### config.mk
export PLATFORM = sky130hd
export DESIGN_NAME = matrix_load_ctrl_flat
export DESIGN_NICKNAME = d
export VERILOG_FILES = /design/src/rtl/matrix_load_ctrl_pkg.sv /design/src/rtl/matrix_load_ctrl_if.sv /design/src/rtl/matrix_load_ctrl_btn_edge.sv /design/src/rtl/matrix_load_ctrl.sv /design/src/flat_wrapper.sv
export SDC_FILE = /design/constraint.sdc
export NUM_CORES = 1
export LEC_CHECK = 0
export CELL_PAD_IN_SITES_DETAIL_PLACEMENT = 2
export CELL_PAD_IN_SITES_GLOBAL_PLACEMENT = 2
export CORE_MARGIN = 5
export CORE_UTILIZATION = 29
export CTS_CLUSTER_DIAMETER = 50
export DETAILED_ROUTE_END_ITERATION = 6
export PLACE_DENSITY = 0.77
export REMOVE_ABC_BUFFERS = 1
export SLEW_MARGIN = 0
export SYNTH_ARGS = -nofsm -noshare
export SYNTH_HDL_FRONTEND = slang
export SYNTH_HIERARCHICAL = 1
export SYNTH_SLANG_ARGS = --single-unit
### constraint.sdc
create_clock -name clk -period 1.9 [get_ports clk]
set_input_delay 0.19 -clock clk [delete_from_list [all_inputs] [get_ports clk]]
set_output_delay 0.19 -clock clk [all_outputs]
set_load 0.05 [all_outputs]
### src/rtl/matrix_load_ctrl_pkg.sv
// Shared types and helpers for the matrix load controller.
package matrix_pkg;

    // Controller states; encodings are visible on state_o.
    typedef enum logic [2:0] {
        StIdle  = 3'd0,
        StLoadA = 3'd1,
        StLoadB = 3'd2,
        StReady = 3'd3,
        StCalc  = 3'd4,
        StDone  = 3'd5
    } state_e;

    // Number of switch beats needed to fill one DIM x DIM matrix.
    function automatic int unsigned calc_nb(input int unsigned dim, input int unsigned ew,
                                            input int unsigned sw);
        return (dim * dim * ew) / sw;
    endfunction

endpackage

### src/rtl/matrix_load_ctrl_if.sv
// Bus bundle between the matrix load controller and its surroundings.
interface matrix_load_ctrl_if #(
    parameter int unsigned DIM = 2,
    parameter int unsigned EW  = 4,
    parameter int unsigned SW  = 16
);
    import matrix_pkg::*;

    localparam int unsigned NE = DIM * DIM;
    localparam int unsigned NB = calc_nb(DIM, EW, SW);
    localparam int unsigned BW = $clog2(NB) + 1;

    logic             load_btn;
    logic             start_btn;
    logic             clear_btn;
    logic [SW-1:0]    switches;
    logic             calc_done;
    logic [NE*EW-1:0] a_flat;
    logic [NE*EW-1:0] b_flat;
    logic             calc_start;
    logic             busy;
    logic             ready;
    logic [2:0]       state_o;
    logic [BW-1:0]    beat_idx;
    logic             load_pulse_out;

    // Environment side: drives buttons/data, observes results.
    modport master (
        output load_btn, start_btn, clear_btn, switches, calc_done,
        input  a_flat, b_flat, calc_start, busy, ready, state_o, beat_idx, load_pulse_out
    );

    // Controller side.
    modport slave (
        input  load_btn, start_btn, clear_btn, switches, calc_done,
        output a_flat, b_flat, calc_start, busy, ready, state_o, beat_idx, load_pulse_out
    );

endinterface

### src/rtl/matrix_load_ctrl_btn_edge.sv
// Two-flop button synchroniser with rising-edge pulse.
module btn_edge (
    input  logic clk,
    input  logic nRST,
    input  logic btn_i,
    output logic pulse_o
);

    logic q1_q, q2_q;
    logic primed_q, armed_q;

    // Sync chain; armed_q blanks the first two cycles after reset so a button
    // held through reset cannot look like a fresh press.
    always_ff @(posedge clk or negedge nRST) begin
        if (!nRST) begin
            q1_q     <= 1'b0;
            q2_q     <= 1'b0;
            primed_q <= 1'b0;
            armed_q  <= 1'b0;
        end else begin
            q1_q     <= btn_i;
            q2_q     <= q1_q;
            primed_q <= 1'b1;
            armed_q  <= primed_q;
        end
    end

    assign pulse_o = q1_q & ~q2_q & armed_q;

endmodule

### src/rtl/matrix_load_ctrl.sv
// Loads two matrices beat by beat from switches, then hands off to compute.
module matrix_load_ctrl
    import matrix_pkg::*;
#(
    parameter int unsigned DIM = 2,
    parameter int unsigned EW  = 4,
    parameter int unsigned SW  = 16
) (
    input logic               clk,
    input logic               nRST,
    matrix_load_ctrl_if.slave bus
);

    localparam int unsigned NE  = DIM * DIM;
    localparam int unsigned EPB = SW / EW;
    localparam int unsigned NB  = calc_nb(DIM, EW, SW);
    localparam int unsigned BW  = $clog2(NB) + 1;
    localparam logic [BW-1:0] LastBeat = BW'(NB - 1);

    logic load_pulse, start_pulse, clear_pulse;

    btn_edge u_load (.clk(clk), .nRST(nRST), .btn_i(bus.load_btn), .pulse_o(load_pulse));
    btn_edge u_start (.clk(clk), .nRST(nRST), .btn_i(bus.start_btn), .pulse_o(start_pulse));
    btn_edge u_clear (.clk(clk), .nRST(nRST), .btn_i(bus.clear_btn), .pulse_o(clear_pulse));

    state_e           state_q, state_d;
    logic [BW-1:0]    beat_q, beat_d;
    logic [NE*EW-1:0] a_q, a_d, b_q, b_d;
    logic             calc_start_q, busy_q, ready_q;

    logic             wr_en, wr_b;
    logic [BW-1:0]    wr_beat;

    // Next state: clear dominates; a load in IDLE/DONE always writes beat 0 of A.
    always_comb begin
        state_d = state_q;
        beat_d  = beat_q;
        a_d     = a_q;
        b_d     = b_q;
        wr_en   = 1'b0;
        wr_b    = 1'b0;
        wr_beat = '0;
        if (clear_pulse) begin
            state_d = StIdle;
            beat_d  = '0;
            a_d     = '0;
            b_d     = '0;
        end else begin
            unique case (state_q)
                StIdle:  wr_en = load_pulse;
                StLoadA: begin
                    wr_en   = load_pulse;
                    wr_beat = beat_q;
                end
                StLoadB: begin
                    wr_en   = load_pulse;
                    wr_b    = 1'b1;
                    wr_beat = beat_q;
                end
                StReady: if (start_pulse) state_d = StCalc;
                StCalc:  if (bus.calc_done) state_d = StDone;
                StDone: begin
                    if (start_pulse) state_d = StCalc;
                    else             wr_en   = load_pulse;
                end
                default: begin
                    state_d = StIdle;
                    beat_d  = '0;
                end
            endcase
            if (wr_en) begin
                // Top slice of the switches lands in the lowest element of the beat.
                for (int unsigned j = 0; j < EPB; j++) begin
                    if (wr_b) b_d[(32'(wr_beat) * EPB + j) * EW +: EW] =
                        bus.switches[SW - 1 - j * EW -: EW];
                    else      a_d[(32'(wr_beat) * EPB + j) * EW +: EW] =
                        bus.switches[SW - 1 - j * EW -: EW];
                end
                if (wr_beat == LastBeat) begin
                    beat_d  = '0;
                    state_d = wr_b ? StReady : StLoadB;
                end else begin
                    beat_d  = wr_beat + 1'b1;
                    state_d = wr_b ? StLoadB : StLoadA;
                end
            end
        end
    end

    // State and registered outputs; calc_start marks the first CALC cycle.
    always_ff @(posedge clk or negedge nRST) begin
        if (!nRST) begin
            state_q      <= StIdle;
            beat_q       <= '0;
            a_q          <= '0;
            b_q          <= '0;
            calc_start_q <= 1'b0;
            busy_q       <= 1'b0;
            ready_q      <= 1'b0;
        end else begin
            state_q      <= state_d;
            beat_q       <= beat_d;
            a_q          <= a_d;
            b_q          <= b_d;
            calc_start_q <= (state_d == StCalc) && (state_q != StCalc);
            busy_q       <= (state_d == StCalc);
            ready_q      <= (state_d == StReady);
        end
    end

    assign bus.state_o        = state_q;
    assign bus.beat_idx       = beat_q;
    assign bus.a_flat         = a_q;
    assign bus.b_flat         = b_q;
    assign bus.calc_start     = calc_start_q;
    assign bus.busy           = busy_q;
    assign bus.ready          = ready_q;
    assign bus.load_pulse_out = load_pulse;

endmodule

### src/flat_wrapper.sv
// flat-port wrapper written by rule: the top's interface ports become plain ports
module matrix_load_ctrl_flat import matrix_pkg::*;
#(
    parameter int unsigned DIM = 2,
    parameter int unsigned EW  = 4,
    parameter int unsigned SW  = 16
)
  (clk, nRST, bus_load_btn, bus_start_btn, bus_clear_btn, bus_switches, bus_calc_done, bus_a_flat, bus_b_flat, bus_calc_start, bus_busy, bus_ready, bus_state_o, bus_beat_idx, bus_load_pulse_out);
  matrix_load_ctrl_if #(.DIM(DIM), .EW(EW), .SW(SW)) bus_i ();
  input logic clk;
  input logic nRST;
  input wire logic [$bits(bus_i.load_btn)-1:0] bus_load_btn;
  input wire logic [$bits(bus_i.start_btn)-1:0] bus_start_btn;
  input wire logic [$bits(bus_i.clear_btn)-1:0] bus_clear_btn;
  input wire logic [$bits(bus_i.switches)-1:0] bus_switches;
  input wire logic [$bits(bus_i.calc_done)-1:0] bus_calc_done;
  output wire logic [$bits(bus_i.a_flat)-1:0] bus_a_flat;
  output wire logic [$bits(bus_i.b_flat)-1:0] bus_b_flat;
  output wire logic [$bits(bus_i.calc_start)-1:0] bus_calc_start;
  output wire logic [$bits(bus_i.busy)-1:0] bus_busy;
  output wire logic [$bits(bus_i.ready)-1:0] bus_ready;
  output wire logic [$bits(bus_i.state_o)-1:0] bus_state_o;
  output wire logic [$bits(bus_i.beat_idx)-1:0] bus_beat_idx;
  output wire logic [$bits(bus_i.load_pulse_out)-1:0] bus_load_pulse_out;
  assign bus_i.load_btn = bus_load_btn;
  assign bus_i.start_btn = bus_start_btn;
  assign bus_i.clear_btn = bus_clear_btn;
  assign bus_i.switches = bus_switches;
  assign bus_i.calc_done = bus_calc_done;
  assign bus_a_flat = bus_i.a_flat;
  assign bus_b_flat = bus_i.b_flat;
  assign bus_calc_start = bus_i.calc_start;
  assign bus_busy = bus_i.busy;
  assign bus_ready = bus_i.ready;
  assign bus_state_o = bus_i.state_o;
  assign bus_beat_idx = bus_i.beat_idx;
  assign bus_load_pulse_out = bus_i.load_pulse_out;
  matrix_load_ctrl #(.DIM(DIM), .EW(EW), .SW(SW)) u_core (.clk(clk), .nRST(nRST), .bus(bus_i));
endmodule
Word level (Yosys, flattened, before mapping)
Index checks and enable logic that the tools add are counted.
{"block": "totals", "out_inout_bits": 40, "ff_bits": 47, "elab_cells": 107}
{"block": "op_classes", "eq_ne": 9, "shift": 8, "add_sub_neg": 8, "reduce_logical": 7, "muxes": 51, "bitwise": 9}
{"cell": "$mux 16", "n": 24}
{"cell": "$shift 4x34->16 const A", "n": 4}
{"cell": "$shiftx 4x34->16", "n": 4}
{"cell": "$bwmux 16", "n": 8}
{"cell": "$neg 32->34", "n": 3}
{"cell": "$neg 5->34", "n": 1}
{"cell": "$mux 3", "n": 5}
{"cell": "$mux 1", "n": 11}
{"cell": "$eq 3x2->1 const B", "n": 3}
{"cell": "$eq 3x3->1 const B", "n": 3}
{"cell": "$pmux 3 s3", "n": 1}
{"cell": "$add 3x2->4 const B", "n": 2}
{"cell": "$and 1x1->1", "n": 6}
{"cell": "$reduce_or 6->1", "n": 1}
{"cell": "$add 3x1->4 const B", "n": 1}
{"cell": "$reduce_or 2->1", "n": 2}
{"cell": "$eq 3x1->1 const B", "n": 1}
{"cell": "$logic_not 3->1", "n": 1}
{"cell": "$ne 3x1->1 const B", "n": 1}
{"cell": "$ne 3x3->1 const B", "n": 1}
{"cell": "$not 1->1", "n": 3}
{"cell": "$reduce_or 3->1", "n": 1}
{"cell": "$mux 2", "n": 1}
{"cell": "$pmux 1 s2", "n": 1}
{"cell": "3 further kinds", "n": 3}

Logic depth before layout (Yosys ltp)
{"block": "depth", "depth_word": 22, "depth_mapped": 6}

Modules after synthesis
The synthesis kept the hierarchy.
{"mod": "matrix_load_ctrl", "instances": 1, "seq_area_each_um2": 950.9, "area_per_inst_um2": 1495.2, "cells_per_inst": 106}
{"mod": "btn_edge", "instances": 3, "seq_area_each_um2": 100.1, "area_per_inst_um2": 112.6, "cells_per_inst": 6}

Least setup slack after synthesis
OpenSTA, ideal clock, no wires.
{"block": "synth_timing", "path_type": "register to register", "start": "register u_core.u_load.q2_q", "end": "register u_core.a_q[0], in the netlist u_core/bus.a_flat[0]", "arrival_time_ns": 1.817, "path_buffers": 1, "stages_incl_launch_ff": 7, "synth_period_minus_slack_ns": 1.938, "slack_ns": -0.038, "setup_time_ns": 0.121, "path_cell_list": "dfrtp_1 and3b_1 inv_2 a211oi_2 nor2_2 buf_6 a22o_1"}
{"block": "synth_between", "elab_chain_cells": 7}
{"element": "start: declaration", "line_no": "matrix_load_ctrl_btn_edge.sv:9", "source": "logic q1_q, q2_q;"}
{"element": "start signal: assignment", "line_no": "matrix_load_ctrl_btn_edge.sv:22", "source": "q2_q <= q1_q;"}
{"element": "$not 1->1 (*)", "line_no": "matrix_load_ctrl_btn_edge.sv:28", "source": "assign pulse_o = q1_q & ~q2_q & armed_q;"}
{"element": "$and 1x1->1 (*) (2 in a row)", "line_no": "matrix_load_ctrl_btn_edge.sv:28"}
{"element": "named net bus_load_pulse_out", "line_no": "flat_wrapper.sv:24", "source": "output wire logic [$bits(bus_i.load_pulse_out)-1:0] bus_load_pulse_out;"}
{"element": "$mux 1", "line_no": "matrix_load_ctrl.sv:63", "source": "if (start_pulse) state_d = StCalc;"}
{"element": "$pmux 1 s2 (*)", "line_no": "matrix_load_ctrl.sv:49", "source": "unique case (state_q)"}
{"element": "$mux 1 (*)", "line_no": "matrix_load_ctrl.sv:43", "source": "if (clear_pulse) begin"}
{"element": "$reduce_bool 2->1 (no line) (*)"}
{"element": "end signal: assignment", "line_no": "matrix_load_ctrl.sv:95", "source": "a_q <= '0;"}
{"element": "end signal: assignment", "line_no": "matrix_load_ctrl.sv:103", "source": "a_q <= a_d;"}
{"element": "end: declaration", "line_no": "matrix_load_ctrl.sv:28", "source": "logic [NE*EW-1:0] a_q, a_d, b_q, b_d;"}
The timed path passes the listed nets; every way through them passes the cells marked *. The select of a mux whose other input is x is not followed.
A chain may end at the register's enable or synchronous reset.

Worst setup path after layout
{"block": "layout_timing", "start": "register u_core.u_start.q1_q", "end": "register u_core.a_q[0], in the netlist u_core/bus.a_flat[0]"}
{"block": "layout_between", "elab_chain_cells": 6}
{"element": "start: declaration", "line_no": "matrix_load_ctrl_btn_edge.sv:9"}
{"element": "start signal: assignment", "line_no": "matrix_load_ctrl_btn_edge.sv:21", "source": "q1_q <= btn_i;"}
{"element": "$and 1x1->1 (2 in a row)", "line_no": "matrix_load_ctrl_btn_edge.sv:28"}
{"element": "named net u_core.start_pulse", "line_no": "matrix_load_ctrl.sv:20", "source": "logic load_pulse, start_pulse, clear_pulse;"}
{"element": "$mux 1", "line_no": "matrix_load_ctrl.sv:63"}
{"element": "$pmux 1 s2", "line_no": "matrix_load_ctrl.sv:49"}
{"element": "$mux 1", "line_no": "matrix_load_ctrl.sv:43"}
{"element": "$reduce_bool 2->1 (no line)"}
The timed path passes the listed nets, and every way through them passes these cells. The select of a mux whose other input is x is not followed.

==> metrics.cfg <==
[setup_path]
slowest_delay_ns=0.44
crit_path_end_kind=register
reg2reg_slack_ns=0.09
r2r_end=u_core/bus.a_flat[0]
crit_family=simple AND/OR/NAND/NOR gates
worst-path-buf-inv=1
required_ns=2.13
criticalPathCategory=reg -> reg
slowest_stage=dfrtp_1
crit_fanout=9
cp_cell_sequence=and3b_1 > nand2b_1 > a211o_1 > nor2_4 > buf_4 > a22o_1
r2r_cells=6
startpoint_type=register
cp_data_arrival_time_ns=2.05
r2r-start=u_core/u_start/q1_q

[timing]
finalHoldViolations=0
setup_ws_ns=0.0860
finalSetupViolations=0
finalMaxSlewViolations=0
fmax_mhz=551
slew_headroom=0.606
timing.hold.ws_ns=0.331
worst_pin_slew_ns=0.591
rsz0062_at_grt=false
period_needed_ns=1.81
fin_crit_sh=0.955
fin_skew_ns=0.00746
fin_setup_tns_ns=0

[logic_synthesis]
yosys-top-cells-area=dfrtp_1, a22o_1, buf_6
synth-edff-count=0
yosysTopAreaCell=dfrtp_1
synth_most_common_cell=dfrtp_1
synth_seq_cells=50
synth_flop_cell=dfrtp_1
async_flop_share=1.00
synthesis.area_mm2=0.00183
synth_common_cells=dfrtp_1, a22o_1, conb_1, nor2_1
ys_types=26
syn_area_per_cell_um2=14.8
ys_seq_area_frac=0.683
synth_cells=124
synth_warnings=6
synth_top_area_share=0.683

[clocking]
h-tree-depth=2
cts_tree=yes
cts-root-buf=clkbuf_8
clock_path_buffers=2
clkLatencyLatePin_ns=0.30
path_clk_slew_ns=0.09
numCtsBuffers=5
clock_sinks=50

[power]
leakagePower_nw=1.18
power.density_mw_per_mm2=1360
irDropWorstVdd_v=0.000759

[finish]
final_core_util=0.425
drive_above_1_share=0.141
final_cell_area_mm2=0.00265
diodes=0
area_growth_pct=44.7
layout.nets=213

[detailed_routing]
vias_per_cell=5.04
vias=1356
ant_nets=0
drc_errors=0
drtIter0Drc=34
firstDrtPassIters=4
wl_um=5660
wl_per_cell_um=21.0

[flow_run]
max_cap_viol_count=0

[floorplanning]
rows=29
start_util=0.294
ioPinCount=62
core_area_mm2=0.00624
die_y_um=89.5
dieArea_mm2=0.00801
die_w_um=89.5

[global_route]
grt_antenna_before_repair=0
grt_first_pass_wirelength_um=8870
grt_pass1_vias=1600
grt_util_all_layers=0.150
grt_max_degree=40
grt_overflow=0

[place]
io_buffers=60
placed_cell_area_mm2=0.00250
place_worst_setup_slack_ns=0.00351
post-dp-hpwl_um=3840
gp_congestion=0.788

[outcome]
status=finished clean

[hold_path]
min_path_type=in -> async

[worst register-to-register path, stage by stage (launching register included)]
cell	delay [ns]
dfrtp_1	0.44
and3b_1	0.23
nand2b_1	0.22
a211o_1	0.39
nor2_4	0.13
buf_4	0.18
a22o_1	0.17
[per-layer routing]
layer  part of all wire  GRT usage  vias to the layer above
met4              0.021     0.0582                        0
li1                   -          -                      579
met2               0.52      0.260                       43
met1               0.41      0.183                      725
met5                  0          0                        -
met3              0.052     0.0304                        9
[power breakdown]
part           switching [mW]  internal [mW]  leakage (nW)
logic                   0.972          0.525         0.474
clock network           0.344          0.334        0.0544
registers               0.185           1.26         0.652
[sequential cells by signal (all words and copies together), names as in the netlist]
signal                   cells
u_core/bus.a_flat           16
u_core/bus.b_flat           16
u_core/bus.busy              1
u_core/bus.calc_start        1
u_core/bus.ready             1
u_core/bus.state_o           3
u_core/u_clear/armed_q       1
u_core/u_clear/primed_q      1
u_core/u_clear/q1_q          1
u_core/u_clear/q2_q          1
u_core/u_load/armed_q        1
u_core/u_load/primed_q       1
u_core/u_load/q1_q           1
u_core/u_load/q2_q           1
u_core/u_start/armed_q       1
u_core/u_start/primed_q      1
u_core/u_start/q1_q          1
u_core/u_start/q2_q          1
[timing repair]
item,in CTS,in global routing
hold buffers,1,0
gates resized for setup,4,1
setup buffers,2,0
setup endpoints to repair,11,4
hold endpoints to repair,11,0
pin swaps,1,0
[area by class of cell]
class,instances,area (um^2)
multi-input cells,65,538
flip-flops and latches,50,1250
well taps,77,96.3
clock inverters,1,8.76
clock buffers,7,96.3
inverters,2,7.51
fillers,639,3590
repair buffers,67,654
[per-stage QoR]
| step | power, mW | instances |
|---|---|---|
| after floorplan | 2.34 | 117 |
| after global placement | 2.87 | 258 |
| after detailed placement | 2.93 | 258 |
| after CTS | 3.65 | 269 |
| after global routing | 3.76 | 269 |
| final | 3.62 | 269 |
[kinds of logic after synthesis]
group / synth area share
DFF: 0.683
AOI/OAI and AO/OA: 0.190
and+or+nand+nor: 0.0833
buffers and inverters: 0.0362
other: 0.00819
[placed cells by master (no fill, tap or decap)]
cell type	Yosys	layout
clkdlybuf4s50_1	0	55
dfrtp_1	50	50
a22o_1	32	32
buf_4	2	8
clkbuf_8	0	7
nor2_1	4	4
conb_1	4	4
nand2_1	3	3
a21oi_1	3	3
nand2b_1	2	2
o21ai_0	2	2
nor2_4	1	2
and3b_1	3	2
clkinv_4	0	1
dlygate4sd3_1	0	1
buf_2	2	1
dlygate4sd2_1	0	1
inv_2	1	1
a211oi_4	0	1
o32ai_1	1	1
nor4b_2	1	1
a211o_1	1	1
nor2b_4	1	1
and2_1	1	1
nor3_1	1	1
nor4_1	1	1
inv_1	1	1
a31oi_4	0	1
nor4b_4	1	1
buf_12	0	1
and3b_2	0	1
[worst max path at each step]
stage                        startpoint                     to  depth (start not counted)
floorplan            u_core/u_load/q2_q   u_core/bus.b_flat[0]                          4
global placement     u_core/u_load/q1_q   u_core/bus.b_flat[5]                          3
detailed placement   u_core/u_load/q1_q   u_core/bus.b_flat[0]                          3
CTS                 u_core/u_start/q1_q  u_core/bus.calc_start                          5
global route        u_core/u_start/q1_q  u_core/bus.calc_start                          5
finish              u_core/u_start/q1_q   u_core/bus.a_flat[0]                          6
(Power assumes the default switching activity.)
